==> src/rtl/fm_wb_collector.sv <==
// Write-back collector: packs per-row fm bytes into SRAM words and round-robins
// the completed words onto one SRAM write port; done_o pulses when every row is flushed.
module fm_wb_collector #(
  parameter int ROWS       = 8,
  parameter int WORD_BYTES = 8,
  parameter int ADDR_W     = 12
) (
  input  logic                      clk,
  input  logic                      rst,
  input  logic                      start_i,
  input  logic [ROWS*ADDR_W-1:0]    base_addr_i,
  input  logic [ROWS*8-1:0]         write_back_data_i,
  input  logic [ROWS-1:0]           write_back_data_i_valid,
  output logic [ROWS-1:0]           fm_buf_ready,
  input  logic [ROWS-1:0]           write_back_finish,
  output logic                      sram_wr_en,
  output logic [ADDR_W-1:0]         sram_wr_addr,
  output logic [WORD_BYTES*8-1:0]   sram_wr_data,
  output logic [WORD_BYTES-1:0]     sram_wr_mask,
  output logic                      done_o
);

  localparam int CW = $clog2(WORD_BYTES);
  localparam int RW = (ROWS > 1) ? $clog2(ROWS) : 1;

  typedef enum logic [1:0] {IDLE = 2'd0, ACTIVE = 2'd1, DONE = 2'd2} state_t;

  state_t                    state_r;
  logic [CW-1:0]             byte_cnt_r  [ROWS];
  logic [WORD_BYTES*8-1:0]   word_buf_r  [ROWS];
  logic [WORD_BYTES-1:0]     word_mask_r [ROWS];
  logic [ADDR_W-1:0]         addr_r      [ROWS];
  logic [ROWS-1:0]           pend_r;
  logic [ROWS-1:0]           flush_r;
  logic [ROWS-1:0]           row_done_r;
  logic [RW-1:0]             rr_ptr_r;
  logic [RW-1:0]             wr_row_r;

  logic                      gnt_vld_s;
  logic [RW-1:0]             gnt_row_s;
  logic [RW-1:0]             gnt_next_s;
  logic [ROWS-1:0]           inflight_s;
  logic [ROWS-1:0]           accept_s;

  // Byte-enable covering lanes [cnt-1:0]
  function automatic logic [WORD_BYTES-1:0] lane_mask(input logic [CW-1:0] cnt);
    logic [WORD_BYTES-1:0] m;
    m = '0;
    for (int k = 0; k < WORD_BYTES; k++) begin
      m[k] = (k < int'(cnt));
    end
    return m;
  endfunction

  // Widen a byte mask to a bit mask so stale lanes of the buffer never reach the SRAM
  function automatic logic [WORD_BYTES*8-1:0] lane_expand(input logic [WORD_BYTES-1:0] m);
    logic [WORD_BYTES*8-1:0] e;
    e = '0;
    for (int k = 0; k < WORD_BYTES; k++) begin
      e[k*8 +: 8] = {8{m[k]}};
    end
    return e;
  endfunction

  // Per-row ready, accept strobes and the row whose word is on the SRAM port this cycle
  always_comb begin
    fm_buf_ready = '0;
    inflight_s   = '0;
    if (state_r == ACTIVE) begin
      fm_buf_ready = ~pend_r & ~row_done_r;
    end else begin
      fm_buf_ready = '0;
    end
    accept_s = write_back_data_i_valid & fm_buf_ready;
    if (sram_wr_en) begin
      inflight_s[wr_row_r] = 1'b1;
    end else begin
      inflight_s = '0;
    end
  end

  // Round-robin pick among pending rows; a row stays pending through its write cycle
  always_comb begin
    logic [RW:0] sum_s;
    logic [RW-1:0] idx_s;
    gnt_vld_s = 1'b0;
    gnt_row_s = '0;
    sum_s     = '0;
    idx_s     = '0;
    for (int i = 0; i < ROWS; i++) begin
      sum_s = {1'b0, rr_ptr_r} + (RW+1)'(i);
      if (sum_s >= (RW+1)'(ROWS)) begin
        sum_s = sum_s - (RW+1)'(ROWS);
      end else begin
        sum_s = sum_s;
      end
      idx_s = sum_s[RW-1:0];
      if (!gnt_vld_s && pend_r[idx_s] && !inflight_s[idx_s]) begin
        gnt_vld_s = 1'b1;
        gnt_row_s = idx_s;
      end else begin
        gnt_vld_s = gnt_vld_s;
      end
    end
    if (gnt_row_s == RW'(ROWS-1)) begin
      gnt_next_s = '0;
    end else begin
      gnt_next_s = gnt_row_s + RW'(1'b1);
    end
  end

  // Layer FSM, per-row packing/flush state and the registered SRAM write port
  always_ff @(posedge clk or posedge rst) begin
    if (rst) begin
      state_r      <= IDLE;
      pend_r       <= '0;
      flush_r      <= '0;
      row_done_r   <= '0;
      rr_ptr_r     <= '0;
      wr_row_r     <= '0;
      sram_wr_en   <= 1'b0;
      sram_wr_addr <= '0;
      sram_wr_data <= '0;
      sram_wr_mask <= '0;
      done_o       <= 1'b0;
      for (int r = 0; r < ROWS; r++) begin
        byte_cnt_r[r]  <= '0;
        word_buf_r[r]  <= '0;
        word_mask_r[r] <= '0;
        addr_r[r]      <= '0;
      end
    end else begin
      sram_wr_en <= gnt_vld_s;
      done_o     <= 1'b0;
      if (gnt_vld_s) begin
        sram_wr_addr      <= addr_r[gnt_row_s];
        sram_wr_data      <= word_buf_r[gnt_row_s] & lane_expand(word_mask_r[gnt_row_s]);
        sram_wr_mask      <= word_mask_r[gnt_row_s];
        wr_row_r          <= gnt_row_s;
        rr_ptr_r          <= gnt_next_s;
        addr_r[gnt_row_s] <= addr_r[gnt_row_s] + ADDR_W'(1'b1);
      end else begin
        wr_row_r <= wr_row_r;
      end

      case (state_r)
        IDLE: begin
          if (start_i) begin
            state_r    <= ACTIVE;
            pend_r     <= '0;
            flush_r    <= '0;
            row_done_r <= '0;
            for (int r = 0; r < ROWS; r++) begin
              byte_cnt_r[r] <= '0;
              addr_r[r]     <= base_addr_i[r*ADDR_W +: ADDR_W];
            end
          end else begin
            state_r <= IDLE;
          end
        end
        ACTIVE: begin
          if (&row_done_r) begin
            state_r <= DONE;
            done_o  <= 1'b1;
          end else begin
            state_r <= ACTIVE;
          end
          for (int r = 0; r < ROWS; r++) begin
            if (write_back_finish[r] && !row_done_r[r]) begin
              flush_r[r] <= 1'b1;
            end
            if (inflight_s[r]) begin
              pend_r[r] <= 1'b0;
            end
            if (accept_s[r]) begin
              word_buf_r[r][{byte_cnt_r[r], 3'b000} +: 8] <= write_back_data_i[r*8 +: 8];
              if (byte_cnt_r[r] == CW'(WORD_BYTES-1)) begin
                pend_r[r]      <= 1'b1;
                word_mask_r[r] <= '1;
                byte_cnt_r[r]  <= '0;
              end else begin
                byte_cnt_r[r] <= byte_cnt_r[r] + CW'(1'b1);
              end
            end else if (flush_r[r] && !pend_r[r]) begin
              // Leftover bytes go out as a partial word; an empty buffer retires the row
              if (byte_cnt_r[r] != '0) begin
                pend_r[r]      <= 1'b1;
                word_mask_r[r] <= lane_mask(byte_cnt_r[r]);
                byte_cnt_r[r]  <= '0;
              end else begin
                row_done_r[r] <= 1'b1;
                flush_r[r]    <= 1'b0;
              end
            end else begin
              byte_cnt_r[r] <= byte_cnt_r[r];
            end
          end
        end
        DONE: begin
          state_r <= IDLE;
        end
        default: begin
          state_r <= IDLE;
        end
      endcase
    end
  end

endmodule

==> config.mk <==
export PLATFORM = sky130hd
export DESIGN_NAME = fm_wb_collector
export DESIGN_NICKNAME = d
export VERILOG_FILES = /design/src/rtl/fm_wb_collector.sv
export SDC_FILE = /design/constraint.sdc
export NUM_CORES = 2
export LEC_CHECK = 0
export BUFFER_PORTS_ARGS = -buffer_cell sky130_fd_sc_hd__buf_2
export CAP_MARGIN = 20
export CORE_MARGIN = 4
export CORE_UTILIZATION = 60
export DETAILED_ROUTE_END_ITERATION = 7
export PLACE_DENSITY = 0.87
export SLEW_MARGIN = 20
export SYNTH_ARGS = -nofsm -noshare
export SYNTH_HDL_FRONTEND = slang
export SYNTH_SLANG_ARGS = --single-unit
==> constraint.sdc <==
create_clock -name clk -period 29.3 [get_ports clk]
set_input_delay 2.93 -clock clk [delete_from_list [all_inputs] [get_ports clk]]
set_output_delay 2.93 -clock clk [all_outputs]
set_load 0.05 [all_outputs]
* After elaboration in Yosys (flattened, before gate mapping)
Index checks and enable logic that the tools add are counted.
** Word-level totals
- Flip-flop bits (word level) :: 814
- Latch bits :: 0
- Bits in writable memories :: 0
- ROM bits :: 0
- Bits of input ports :: 179
- Word-level logic and storage cells :: 619
- Memories :: 0
** Cells by class
- Add/subtract/negate cells :: 33
- Multiply operators :: 0
- Div/mod/pow operators :: 0
- Order comparisons :: 76
- Equal/unequal tests :: 59
- Shift operators :: 16
- Muxes and demuxes :: 255
- Bitwise operators :: 6
- Reductions and logical operators :: 124
** Operator list (number)
- $bwmux 64 :: 8
- $shift 8x8->64 const A :: 8
- $shiftx 8x8->64 :: 8
- $mux 8 :: 37
- $mux 96 :: 3
- $bmux 64 s3 :: 1
- $mux 3 :: 49
- $mux 64 :: 2
- $mux 1 :: 124
- $bwmux 96 :: 1
- $lt 3x3->1 const A :: 24
- $and 64x64->64 :: 1
- $neg 6->8 :: 8
- $reduce_and 4->1 :: 16
- $bmux 1 s3 :: 16
- $lt 1x3->1 const A :: 16
- $lt 2x3->1 const A :: 16
- $ne 3x2->1 const B :: 16
- $pmux 24 s2 :: 1
- $pmux 8 s2 :: 3
- $reduce_and 5->1 :: 8
- $bmux 12 s3 :: 1
- $demux 12 s3 :: 1
- $lt 3x4->1 const B :: 9
- other kinds (30) :: 192

* Depth between registers and ports, before layout
- Depth in word-level cells :: 47
- Depth in mapped cells :: 23

* Worst setup path before layout
Ideal clock, no wire load.
- Kind :: register -> register
- From :: register rr_ptr_r[0]
- To :: register addr_r[92] (netlist bit)
- Setup time :: 0.126 ns
- Data arrival time :: 4.998 ns
- Slack :: 24.176 ns
- Stages on the path, launching flop included :: 23
- Buffers on the path :: 7
- Clock period less this slack :: 5.124 ns
- Cells stage by stage :: dfrtp_1 > buf_6 > buf_2 > inv_1 > ha_1 > buf_2 > buf_2 > mux4_2 > o31ai_4 > mux2_4 > nand2_1 > or3_4 > o32a_2 > buf_6 > buf_6 > a221oi_2 > or2_2 > clkbuf_1 > ha_1 > and3_4 > nand4_4 > xnor2_4 > a221o_1
** On the way
- Word-level cells in the longest chain between the ends :: 44
- Elaborated cells on any way between the ends :: 123
- Classes of those cells :: 16 x add/sub; 10 x order compare; 65 x mux; 1 x bitwise; 31 x reduce/logical
** RTL lines
- start: declaration :: RTL line 36 : logic [RW-1:0] rr_ptr_r;
- start signal: assignment :: RTL line 140 : rr_ptr_r <= gnt_next_s;
- branches (longest 41 deep; another with $add 3x1->4)
- $mux 96 (*) :: RTL line 135 : if (gnt_vld_s) begin
- $mux 96 :: RTL line 148 : if (start_i) begin
- $mux 96 (*) :: RTL line 146 : case (state_r)
- end signal: indexed assignment :: RTL line 141 : addr_r[gnt_row_s] <= addr_r[gnt_row_s] + ADDR_W'(1'b1);
- end signal: indexed assignment :: RTL line 155 : addr_r[r] <= base_addr_i[r*ADDR_W +: ADDR_W];
- end: declaration :: RTL line 32 : logic [ADDR_W-1:0] addr_r [ROWS];
Every way passes the cells marked *. The select of a mux whose other input is x is not followed.
A chain may end at the register's enable or synchronous reset.

* Final worst setup path
- From :: register rr_ptr_r[0]
- To :: register addr_r[71] (netlist bit)
Same word-level chain as after synthesis.

==> reports/metrics.cfg <==
[status]
status=finished, violations left
violations=DRC

[critical_path]
cp_data_required_time_ns=29.83
end_kind=register
cp-start-kind=register
reg2reg_depth=18
worstSetupPathType=register to register
crit_end=addr_r[71]
r2r_start=rr_ptr_r[0]
crit_start=rr_ptr_r[0]
critPathArrivalTime_ns=8.59
path_max_fanout=92
regToRegEndpoint=addr_r[71]
r2r_setup_slack_ns=21.24

[clock_network]
path_clk_slew_ns=0.06
htreeDepth=3
cts-root-buf=clkbuf_16
post_cts_buffers=0
cts_made_buffers=84
insertion_delay_ns=0.68
cts_resized=0
cts_tree=done
clock-sinks=814
cts.path.max_buffers=3
postCtsHoldBufs=0

[global_routing]
gr-usage-met1_pct=49.09
grt_max_degree=187
grt_usage_pct=38.59
grt_util_met2_pct=57.45
grt_busiest_layer=met2
antenna_found_initial=10
grt_remaining_overflow=0
grt_pass1_wl_mm=208.0
grt_util_met3_pct=10.29
grt_pass1_vias=34050

[run]
cap_violations=0

[timing]
worst_slew_pin_slew_ns=1.280
hold_violations=0
rsz0062_at_grt=no
min_period_over_period_pct=27.50
setup_tns_ns=0
slew_violations=0
fin_crit_ns=8.058
fin_skew_ns=0.07024
slew_headroom_pct=14.35
setup_violations=0
fmax_mhz=124.1

[floorplan]
die_w_um=266.5
dieArea_sq_um=71040
num_rows=94
pin_count=273
fp.dieH_um=266.5
start_util_pct=60.78
core_sq_um=65980

[logic_synthesis]
yosys_warnings=0
synthFlopType=dfrtp_1
synth_edf_count=0
ys_ff_latch=814
synthCells=3975
synth_area_per_cell_sq_um=10.09
mappedNetlistArea_sq_um=40100
synthArstFlopShare_pct=100.0
syn_nets=4193
ys_seq_area_share_pct=50.79
yosysUniqueCellTypes=97

[detailed_routing]
via_count=35030
first_pass_iters=8
drcViolationCount=3
post_drt_wl_per_cell_um=27.71
routed_wl_mm=139.9
drtIter0Drc=5435
ant_nets=0
viasPerCell=6.937

[place]
numPortBuffers=272
gp_congestion=0.9657
dp_hpwl_mm=92.09

[layout]
layout-drive-gt1-share_pct=23.62
fin_nets=4339
syn2layout_area_growth_pct=11.82

[hold_path]
hold_path.class=register to register
hold_depth=2

==> final cells by class <==
class / count / area (sq um)
fill: 4624 / 21140
sequential: 814 / 20370
multi-input combinational: 2862 / 18660
clock buffer: 120 / 2467
timing repair buffer: 313 / 1682
tap: 864 / 1081
clock inverter: 28 / 395.4
inverter: 46 / 182.7
antenna: 3 / 7.507
==> worst min-delay path by stage <==
stage                     start                to  slack, ns
2_1_floorplan   word_mask_r[47]   word_mask_r[47]       0.45
3_3_place_gp    sram_wr_mask[7]   sram_wr_mask[7]       0.46
3_5_place_dp    sram_wr_mask[7]   sram_wr_mask[7]       0.46
4_1_cts         sram_wr_mask[7]   sram_wr_mask[7]       0.48
5_1_grt        sram_wr_data[58]  sram_wr_data[58]       0.49
6_report        sram_wr_mask[5]   sram_wr_mask[5]       0.47
==> per-stage QoR <==
step / hold WS [ns] / std cells / area, sq um / setup slack, ns / util, %
global route: 0.4935 / 5049 / 44840 / 20.92 / 67.96
global placement: 0.4558 / 4899 / 41920 / 21.63 / 63.54
detailed placement: 0.4614 / 4899 / 41920 / 21.46 / 63.54
finish: 0.4703 / 5050 / 44850 / 21.24 / 67.97
floorplan: 0.4458 / 3975 / 40100 / 3.508 / -
CTS: 0.4754 / 5047 / 44790 / 21.45 / 67.88
==> metal layers <==
layer,wire length [um],vias up
met5,40,-
met4,12740,6
met3,17380,733
li1,-,14380
met2,61040,2860
met1,48730,17050
==> placed cells by master (no fill, tap or decap), types with 40 or more instances in the layout <==
master and instances:
and2_1 53, clkbuf_16 84, buf_2 272, buf_4 40, nor2_1 183, o21ai_0 218, a22o_1 48, a31oi_1 54
inv_1 41, a21oi_1 158, nor3_1 48, dfrtp_1 814, mux2_2 458, nand3_1 252, mux2i_1 61, and3_1 65
a211oi_1 69, nand2_1 794
==> critical path, cell delays in order (launching register included) <==
cell and delay [ns]:
dfrtp_1 0.94, inv_1 0.27, ha_1 0.73, xor2_1 0.49, nand3_1 0.21, nor2b_1 0.14, a211oi_1 0.10, a21o_1 0.28
a221oi_4 0.96, nand2_8 0.55, inv_4 0.50, buf_4 0.91, mux2i_1 0.19, o22a_1 0.28, a2111oi_4 0.48, nand4_2 0.18
xnor2_2 0.42, o21ai_1 0.13, o21a_1 0.14
==> flip-flops by register name (all words and copies together), names as in the netlist, 2 cells and up <==
signal	count
row_done_r	8
wr_row_r	3
addr_r	96
pend_r	8
sram_wr_mask	8
word_buf_r	512
flush_r	8
state_r	2
sram_wr_addr	12
word_mask_r	64
sram_wr_data	64
byte_cnt_r	24
rr_ptr_r	3
==> synthesized netlist by cell type (52+ instances only) <==
master    number  area share, %
and3_1        65            1.0
nand2_1      796            7.5
a21oi_1      159            2.0
nor3_1        52           0.65
nand3_1      252            3.1
o21ai_0      218            2.7
nor2_1       185            1.7
and2_1        54           0.84
dfrtp_1      814             51
a211oi_1      69            1.3
a31oi_1       54           0.84
clkbuf_1     171            1.6
mux2_2       458             13
mux2i_1       61            1.5
==> kinds of logic (layout without fill, tap and decap cells) <==
logic type | Yosys count | after routing | synth area share (%)
compound gates | 760 | 760 | 12.52
mux | 531 | 531 | 14.96
buf+inv | 299 | 507 | 3.111
fa+ha+maj | 39 | 39 | 1.217
xor+xnor | 16 | 16 | 0.5554
other cells | 0 | 3 | 0
flops | 814 | 814 | 50.79
simple gates | 1516 | 1516 | 16.84
Power is not shown: default switching activity piles up to over one toggle a cycle in this logic, so the estimate is an artifact.
